### src/rtl/jogo_sequencia_uc_param_if.sv
// Signal bundle between the sequence-game control unit and its datapath/panel.
// The master side is the control unit; the slave side is everything it drives.
interface jogo_sequencia_uc_param_if #(
    parameter int N_JOGADAS = 16,
    parameter int VIDAS     = 1
);
    localparam int AW = (N_JOGADAS > 1) ? $clog2(N_JOGADAS) : 1;
    localparam int VW = $clog2(VIDAS + 1);

    logic          iniciar;
    logic          modo;
    logic          jogada;
    logic          igual;
    logic [AW-1:0] endereco;
    logic [AW-1:0] rodada;
    logic [VW-1:0] vidas;
    logic          registraR;
    logic          limpaR;
    logic          penalidade;
    logic          pronto;
    logic          ganhou;
    logic          perdeu;
    logic          timeout;
    logic [3:0]    db_estado;

    modport master (
        input  iniciar, modo, jogada, igual,
        output endereco, rodada, vidas, registraR, limpaR, penalidade,
               pronto, ganhou, perdeu, timeout, db_estado
    );

    modport slave (
        output iniciar, modo, jogada, igual,
        input  endereco, rodada, vidas, registraR, limpaR, penalidade,
               pronto, ganhou, perdeu, timeout, db_estado
    );
endinterface

### src/rtl/jogo_sequencia_uc_param.sv
// Control unit for the sequence-memory game: sequences rounds and plays and owns
// the round, address, per-play timeout and lives counters.
module jogo_sequencia_uc_param #(
    parameter int N_JOGADAS      = 16,
    parameter int N_CURTO        = 4,
    parameter int TIMEOUT_CICLOS = 5000,
    parameter int VIDAS          = 1
) (
    input  logic clock,
    input  logic reset,
    jogo_sequencia_uc_param_if.master bus
);
    localparam int AW = (N_JOGADAS > 1) ? $clog2(N_JOGADAS) : 1;
    localparam int VW = $clog2(VIDAS + 1);
    localparam int TW = $clog2(TIMEOUT_CICLOS);

    localparam logic [3:0] INICIAL         = 4'h0;
    localparam logic [3:0] PREPARACAO      = 4'h1;
    localparam logic [3:0] INICIA_RODADA   = 4'h2;
    localparam logic [3:0] ESPERA_JOGADA   = 4'h3;
    localparam logic [3:0] REGISTRA_JOGADA = 4'h4;
    localparam logic [3:0] COMPARA_JOGADA  = 4'h5;
    localparam logic [3:0] PROXIMA_JOGADA  = 4'h6;
    localparam logic [3:0] ULTIMA_RODADA   = 4'h7;
    localparam logic [3:0] PROXIMA_RODADA  = 4'h8;
    localparam logic [3:0] FINAL_ERROU     = 4'h9;
    localparam logic [3:0] FINAL_ACERTOU   = 4'hA;
    localparam logic [3:0] FINAL_TIMEOUT   = 4'hB;
    localparam logic [3:0] ST_PENALIDADE   = 4'hC;

    localparam logic [AW-1:0] ULTIMA_CURTO = AW'(N_CURTO - 1);
    localparam logic [AW-1:0] ULTIMA_LONGO = AW'(N_JOGADAS - 1);
    localparam logic [TW-1:0] TIMER_MAX    = TW'(TIMEOUT_CICLOS - 1);
    localparam logic [VW-1:0] VIDAS_INI    = VW'(VIDAS);

    logic [3:0]    estado;
    logic [3:0]    proximo;
    logic [AW-1:0] endereco;
    logic [AW-1:0] rodada;
    logic [AW-1:0] ultima;      // limite-1, so it always fits in AW bits
    logic [VW-1:0] vidas;
    logic [TW-1:0] timer;
    logic          jogada_d;
    logic          borda;
    logic          tem_vida;
    logic          estourou;

    assign borda    = bus.jogada & ~jogada_d;
    assign tem_vida = vidas > VW'(1);
    assign estourou = timer == TIMER_MAX;

    // NOTE: registered state uses non-blocking assignments so every flop samples
    // the pre-edge values of its neighbours, regardless of block ordering.
    always_ff @(posedge clock or posedge reset) begin
        if (reset) begin
            estado   <= INICIAL;
            jogada_d <= 1'b0;
        end else begin
            estado   <= proximo;
            jogada_d <= bus.jogada;
        end
    end

    // NOTE: proximo gets a default before the case so no path leaves it
    // unassigned; that is what keeps this block from inferring a latch.
    always_comb begin
        proximo = INICIAL;
        case (estado)
            INICIAL:         proximo = bus.iniciar ? PREPARACAO : INICIAL;
            PREPARACAO:      proximo = INICIA_RODADA;
            INICIA_RODADA:   proximo = ESPERA_JOGADA;
            ESPERA_JOGADA: begin
                if (borda)
                    proximo = REGISTRA_JOGADA;
                else if (estourou)
                    proximo = tem_vida ? ST_PENALIDADE : FINAL_TIMEOUT;
                else
                    proximo = ESPERA_JOGADA;
            end
            REGISTRA_JOGADA: proximo = COMPARA_JOGADA;
            COMPARA_JOGADA: begin
                if (!bus.igual)
                    proximo = tem_vida ? ST_PENALIDADE : FINAL_ERROU;
                else if (endereco == rodada)
                    proximo = ULTIMA_RODADA;
                else
                    proximo = PROXIMA_JOGADA;
            end
            PROXIMA_JOGADA:  proximo = ESPERA_JOGADA;
            ULTIMA_RODADA:   proximo = (rodada == ultima) ? FINAL_ACERTOU : PROXIMA_RODADA;
            PROXIMA_RODADA:  proximo = INICIA_RODADA;
            ST_PENALIDADE:   proximo = INICIA_RODADA;
            FINAL_ERROU, FINAL_ACERTOU, FINAL_TIMEOUT:
                             proximo = bus.iniciar ? PREPARACAO : estado;
            default:         proximo = INICIAL;
        endcase
    end

    always_ff @(posedge clock or posedge reset) begin
        if (reset) begin
            endereco <= '0;
            rodada   <= '0;
            vidas    <= '0;
            timer    <= '0;
            ultima   <= ULTIMA_CURTO;
        end else begin
            case (estado)
                PREPARACAO: begin
                    endereco <= '0;
                    rodada   <= '0;
                    vidas    <= VIDAS_INI;
                    timer    <= '0;
                    ultima   <= bus.modo ? ULTIMA_LONGO : ULTIMA_CURTO;
                end
                INICIA_RODADA: begin
                    endereco <= '0;
                    timer    <= '0;
                end
                ESPERA_JOGADA:  timer <= timer + TW'(1);
                PROXIMA_JOGADA: begin
                    endereco <= endereco + AW'(1);
                    timer    <= '0;
                end
                PROXIMA_RODADA: rodada <= rodada + AW'(1);
                ST_PENALIDADE:  vidas  <= vidas - VW'(1);
                default: ;
            endcase
        end
    end

    // Moore outputs; an out-of-range state code is flagged as F for debug.
    assign bus.endereco   = endereco;
    assign bus.rodada     = rodada;
    assign bus.vidas      = vidas;
    assign bus.registraR  = estado == REGISTRA_JOGADA;
    assign bus.limpaR     = (estado == INICIAL) || (estado == PREPARACAO);
    assign bus.penalidade = estado == ST_PENALIDADE;
    assign bus.pronto     = (estado == FINAL_ERROU) || (estado == FINAL_ACERTOU) ||
                            (estado == FINAL_TIMEOUT);
    assign bus.ganhou     = estado == FINAL_ACERTOU;
    assign bus.perdeu     = (estado == FINAL_ERROU) || (estado == FINAL_TIMEOUT);
    assign bus.timeout    = estado == FINAL_TIMEOUT;
    assign bus.db_estado  = (estado > ST_PENALIDADE) ? 4'hF : estado;
endmodule

### src/flat_wrapper.sv
// flat-port wrapper written by rule: the top's interface ports become plain ports
module jogo_sequencia_uc_param_flat 
#(
    parameter int N_JOGADAS      = 16,
    parameter int N_CURTO        = 4,
    parameter int TIMEOUT_CICLOS = 5000,
    parameter int VIDAS          = 1
)
  (clock, reset, bus_iniciar, bus_modo, bus_jogada, bus_igual, bus_endereco, bus_rodada, bus_vidas, bus_registraR, bus_limpaR, bus_penalidade, bus_pronto, bus_ganhou, bus_perdeu, bus_timeout, bus_db_estado);
  jogo_sequencia_uc_param_if #(.N_JOGADAS(N_JOGADAS), .VIDAS(VIDAS)) bus_i ();
  input  logic clock;
  input  logic reset;
  input wire logic [$bits(bus_i.iniciar)-1:0] bus_iniciar;
  input wire logic [$bits(bus_i.modo)-1:0] bus_modo;
  input wire logic [$bits(bus_i.jogada)-1:0] bus_jogada;
  input wire logic [$bits(bus_i.igual)-1:0] bus_igual;
  output wire logic [$bits(bus_i.endereco)-1:0] bus_endereco;
  output wire logic [$bits(bus_i.rodada)-1:0] bus_rodada;
  output wire logic [$bits(bus_i.vidas)-1:0] bus_vidas;
  output wire logic [$bits(bus_i.registraR)-1:0] bus_registraR;
  output wire logic [$bits(bus_i.limpaR)-1:0] bus_limpaR;
  output wire logic [$bits(bus_i.penalidade)-1:0] bus_penalidade;
  output wire logic [$bits(bus_i.pronto)-1:0] bus_pronto;
  output wire logic [$bits(bus_i.ganhou)-1:0] bus_ganhou;
  output wire logic [$bits(bus_i.perdeu)-1:0] bus_perdeu;
  output wire logic [$bits(bus_i.timeout)-1:0] bus_timeout;
  output wire logic [$bits(bus_i.db_estado)-1:0] bus_db_estado;
  assign bus_i.iniciar = bus_iniciar;
  assign bus_i.modo = bus_modo;
  assign bus_i.jogada = bus_jogada;
  assign bus_i.igual = bus_igual;
  assign bus_endereco = bus_i.endereco;
  assign bus_rodada = bus_i.rodada;
  assign bus_vidas = bus_i.vidas;
  assign bus_registraR = bus_i.registraR;
  assign bus_limpaR = bus_i.limpaR;
  assign bus_penalidade = bus_i.penalidade;
  assign bus_pronto = bus_i.pronto;
  assign bus_ganhou = bus_i.ganhou;
  assign bus_perdeu = bus_i.perdeu;
  assign bus_timeout = bus_i.timeout;
  assign bus_db_estado = bus_i.db_estado;
  jogo_sequencia_uc_param #(.N_JOGADAS(N_JOGADAS), .N_CURTO(N_CURTO), .TIMEOUT_CICLOS(TIMEOUT_CICLOS), .VIDAS(VIDAS)) u_core (.clock(clock), .reset(reset), .bus(bus_i));
endmodule
### config.mk
export PLATFORM = sky130hd
export DESIGN_NAME = jogo_sequencia_uc_param_flat
export DESIGN_NICKNAME = d
export VERILOG_FILES = /design/src/rtl/jogo_sequencia_uc_param_if.sv /design/src/rtl/jogo_sequencia_uc_param.sv /design/src/flat_wrapper.sv
export SDC_FILE = /design/constraint.sdc
export NUM_CORES = 1
export LEC_CHECK = 0
export ABC_AREA = 1
export CORE_UTILIZATION = 45
export CTS_CLUSTER_DIAMETER = 120
export DETAILED_ROUTE_END_ITERATION = 10
export PLACE_DENSITY = 0.72
export SLEW_MARGIN = 20
export SYNTH_ARGS = -nofsm -noshare
export SYNTH_HDL_FRONTEND = slang
export SYNTH_SLANG_ARGS = --single-unit
### constraint.sdc
create_clock -name clock -period 1.2 [get_ports clock]
set_input_delay 0.24 -clock clock [delete_from_list [all_inputs] [get_ports clock]]
set_output_delay 0.24 -clock clock [all_outputs]
set_load 0.1 [all_outputs]
==> impl_metrics.yaml <==
clock_tree:
  clk_transition_reported_paths_ns: 0.12
  cts_inserted_buffers: 3
  tritoncts_clock_tree: "done"
  worst_skew_pair.late_latency_ns: 0.29
  cts-root-to-sink-buffers: 2
  clock_tree.root_cell: "clkbuf_8"
  clkSinkCount: 28
  clock_tree.htree_level_count: 1
floorplan:
  dieArea_um2: 4090
  chipHeight_um: 63.9
  io-pin-count: 26
  die_extent_in_x_um: 63.9
  placeableCoreArea_um2: 3660
  std_cell_rows: 22
  floorplan.initialDensity: 0.472
final_layout:
  layoutNonFillerInstCount: 376
  fin_nets: 338
  most-common-layout-cells: "48 x nand2_1, 48 x buf_4, 29 x nor2_1"
  multiInputGateArea_um2: 1130
  fillCellCount: 183
  syn2layout_area_growth_pct: 82.2
  n_antenna_cell: 0
  seq_area_um2: 728
  final_layout_size_suffix_gt1_frac: 0.503
  final_cell_area_um2: 3150
routing:
  detailedRoute.firstIterationViolations: 166
  drt-total-wl_mm: 6.92
  via_per_inst: 5.59
  remaining_drc_errors: 0
  routedWlPerCell_um: 18.4
  ant_nets: 0
  via_count: 2100
  detail_route.first_pass.iterations: 4
synthesis:
  ys_seq_area_frac: 0.406
  synth_area_um2: 1730
  synth.yosys.warnings: 0
  synth-compound-area-share: 0.0536
  avgSynthCellArea_um2: 7.32
  simple_logic_cell_fraction_of_the_synthesized_area: 0.396
  synth_area_in_adders: 0.0217
  mappedNetlistNets: 245
  mux_contribution_to_synthesized_area: 0
  yosys.cell_types.count: 28
  synth.ff_latch_count: 28
  synthXorXnorAreaFrac: 0.0355
  netlist_instances: 236
  synth_top_family_by_area: "simple AND/OR/NAND/NOR gates"
global_route:
  grt_pass1_wl_mm: 11.0
  grt_overflow_total: 0
  pin_count_of_the_biggest_net_entering_global_routing: 29
  number_of_antenna_violations_at_the_first_check_in_global_routing: 0
  via_count_of_the_first_global_routing_pass: 2232
  grt_util_all_layers: 0.357
sta:
  max_freq_mhz: 599
  post-route-period-util: 1.39
  worstMarginPinSlew_ns: 0.300
  final_critical_path_required_period_ns: 1.67
  worst_slew_margin_rel: 0.799
  post-route-worst-setup-slack_ns: -0.469
  hold_vio_cnt_final: 0
  clock_skew_ns: 0.0181
  slew_viol_final: 0
  final-setup-viol-count: 44
  setup_repair_after_global_routing_missed_its_margin: "true"
setup_path:
  cp-end-kind: "output pin"
  critical-path-top-cell-by-count: "buf_6"
  max_stage_delay_ns: 0.43
  worst_ep_arrival_time_ns: 1.43
  crit-reg2reg-capture: "u_core.estado[0]"
  critical_path_class: "reg -> out"
  largest_driver_fanout_on_the_critical_path: 4
  timing.critical_path.cells: "buf_4, buf_6, nand2_4, buf_6, nor2_4, buf_12"
  timing.rr.start: "u_core.estado[1]"
  worstSetupStartpointType: "flop"
  r2r_slack_ns: -0.41
  critPathSlowestCell: "dfrtp_2"
  critPathRequiredTime_ns: 0.96
  rr_worst_depth: 11
status:
  outcome: "finished, violations left"
  violations_in_the_final_reports: "setup timing"
power:
  power_density_nw_per_um2: 2400
  fin_total_pwr_mw: 7.54
  leakage_nw: 1.49
  worst_ir_drop_vdd_mv: 1.24
job:
  drv_cap: 0
hold_path:
  worstHoldPathType: "in -> async"
placement:
  gp_congestion: 0.843
  detailed_place.area_um2: 2620
  placed_instances: 340
  place_hpwl_mm: 3.42
  port_buffers: 25
-- metal layers --
metal	global-route usage	share of wire	routed length, um
met1	0.410	0.38	2660
met2	0.618	0.49	3390
met3	0.0679	0.064	442
met4	0.196	0.062	426
met5	0	0	0
-- what timing repair did --
item                       in CTS  in global routing
resized for setup              50                 17
pin swaps                      12                 10
cloned                          1                  0
hold buffers                    0                  0
setup endpoints to repair      43                 46
buffers inserted               25                  9
-- flip-flops by register name (all words and copies together) (netlist names) --
signal               cells
u_core.bus.endereco      4
u_core.bus.rodada        4
u_core.bus.vidas         1
u_core.estado            4
u_core.jogada_d          1
u_core.timer            13
u_core.ultima            1
-- final cells by class --
class,count,share of cell area
repair buffers,91,0.331
clock buffers,4,0.0143
well taps,48,0.0191
inverters,31,0.0442
flip-flops and latches,28,0.232
multi-input cells,174,0.360
-- Yosys cell counts --
cell type / count / area (um^2)
a21oi_1: 7 / 35.0
and3_1: 1 / 6.26
buf_6: 2 / 22.5
clkbuf_1: 1 / 3.75
dfrtp_1: 28 / 701
dlygate4sd1_1: 1 / 8.76
ha_1: 3 / 37.5
inv_1: 27 / 101
inv_2: 4 / 15.0
nand2_1: 62 / 233
nand2_2: 3 / 18.8
nand3_1: 22 / 110
nand3_2: 1 / 10.0
nand3b_1: 2 / 15.0
nand4_1: 4 / 25.0
nor2_1: 39 / 146
nor2_4: 4 / 45.0
nor2_8: 2 / 40.0
nor3_1: 4 / 20.0
nor3b_1: 1 / 7.51
o2111ai_1: 1 / 8.76
o21ai_0: 6 / 30.0
o21ai_1: 1 / 5.00
o22ai_1: 1 / 6.26
o31ai_1: 1 / 7.51
or2_2: 1 / 6.26
xnor2_1: 2 / 17.5
xor2_1: 5 / 43.8
-- worst max path at each step --
stage                startpoint                to  slack (ns)  depth (start not counted)
2_1_floorplan  u_core.estado[2]  u_core.estado[0]       -0.38                          9
6_report       u_core.estado[1]       bus_timeout       -0.47                          6
4_1_cts        u_core.estado[1]  bus_db_estado[0]       -0.41                          4
3_5_place_dp   u_core.estado[1]  u_core.timer[11]       -0.18                          8
3_3_place_gp         bus_jogada  u_core.estado[0]       -0.15                          8
5_1_grt        u_core.estado[1]  bus_db_estado[1]       -0.51                          4
-- critical path: cells and delay by family, from the launching register on --
kind	cells	cell delay, ns
DFF	1	0.43
buffers and inverters	4	0.53
and+or+nand+nor	2	0.17
-- per-stage QoR --
stage                     setup TNS (ns)  setup WS (ns)  hold slack [ns]   util
after floorplan                    -4.99         -0.382            0.271      -
after global placement             -2.75         -0.154            0.501  0.714
after detailed placement           -3.93         -0.184            0.499  0.714
after CTS                          -8.77         -0.405            0.287  0.836
after global routing              -13.90         -0.506            0.298  0.859
final                             -12.18         -0.469            0.258  0.859
-- power breakdown --
part,internal (mW),switching [mW]
clock network,0.240,0.339
registers,1.11,0.182
logic,2.35,3.31
total,3.70,3.83
-- kinds of logic after synthesis --
logic type / count (synthesis)
flops: 28
fa+ha+maj: 3
compound gates: 17
simple gates: 146
xor+xnor: 7
buf+inv: 35
No activity file was read; power rests on OpenSTA's default activity.
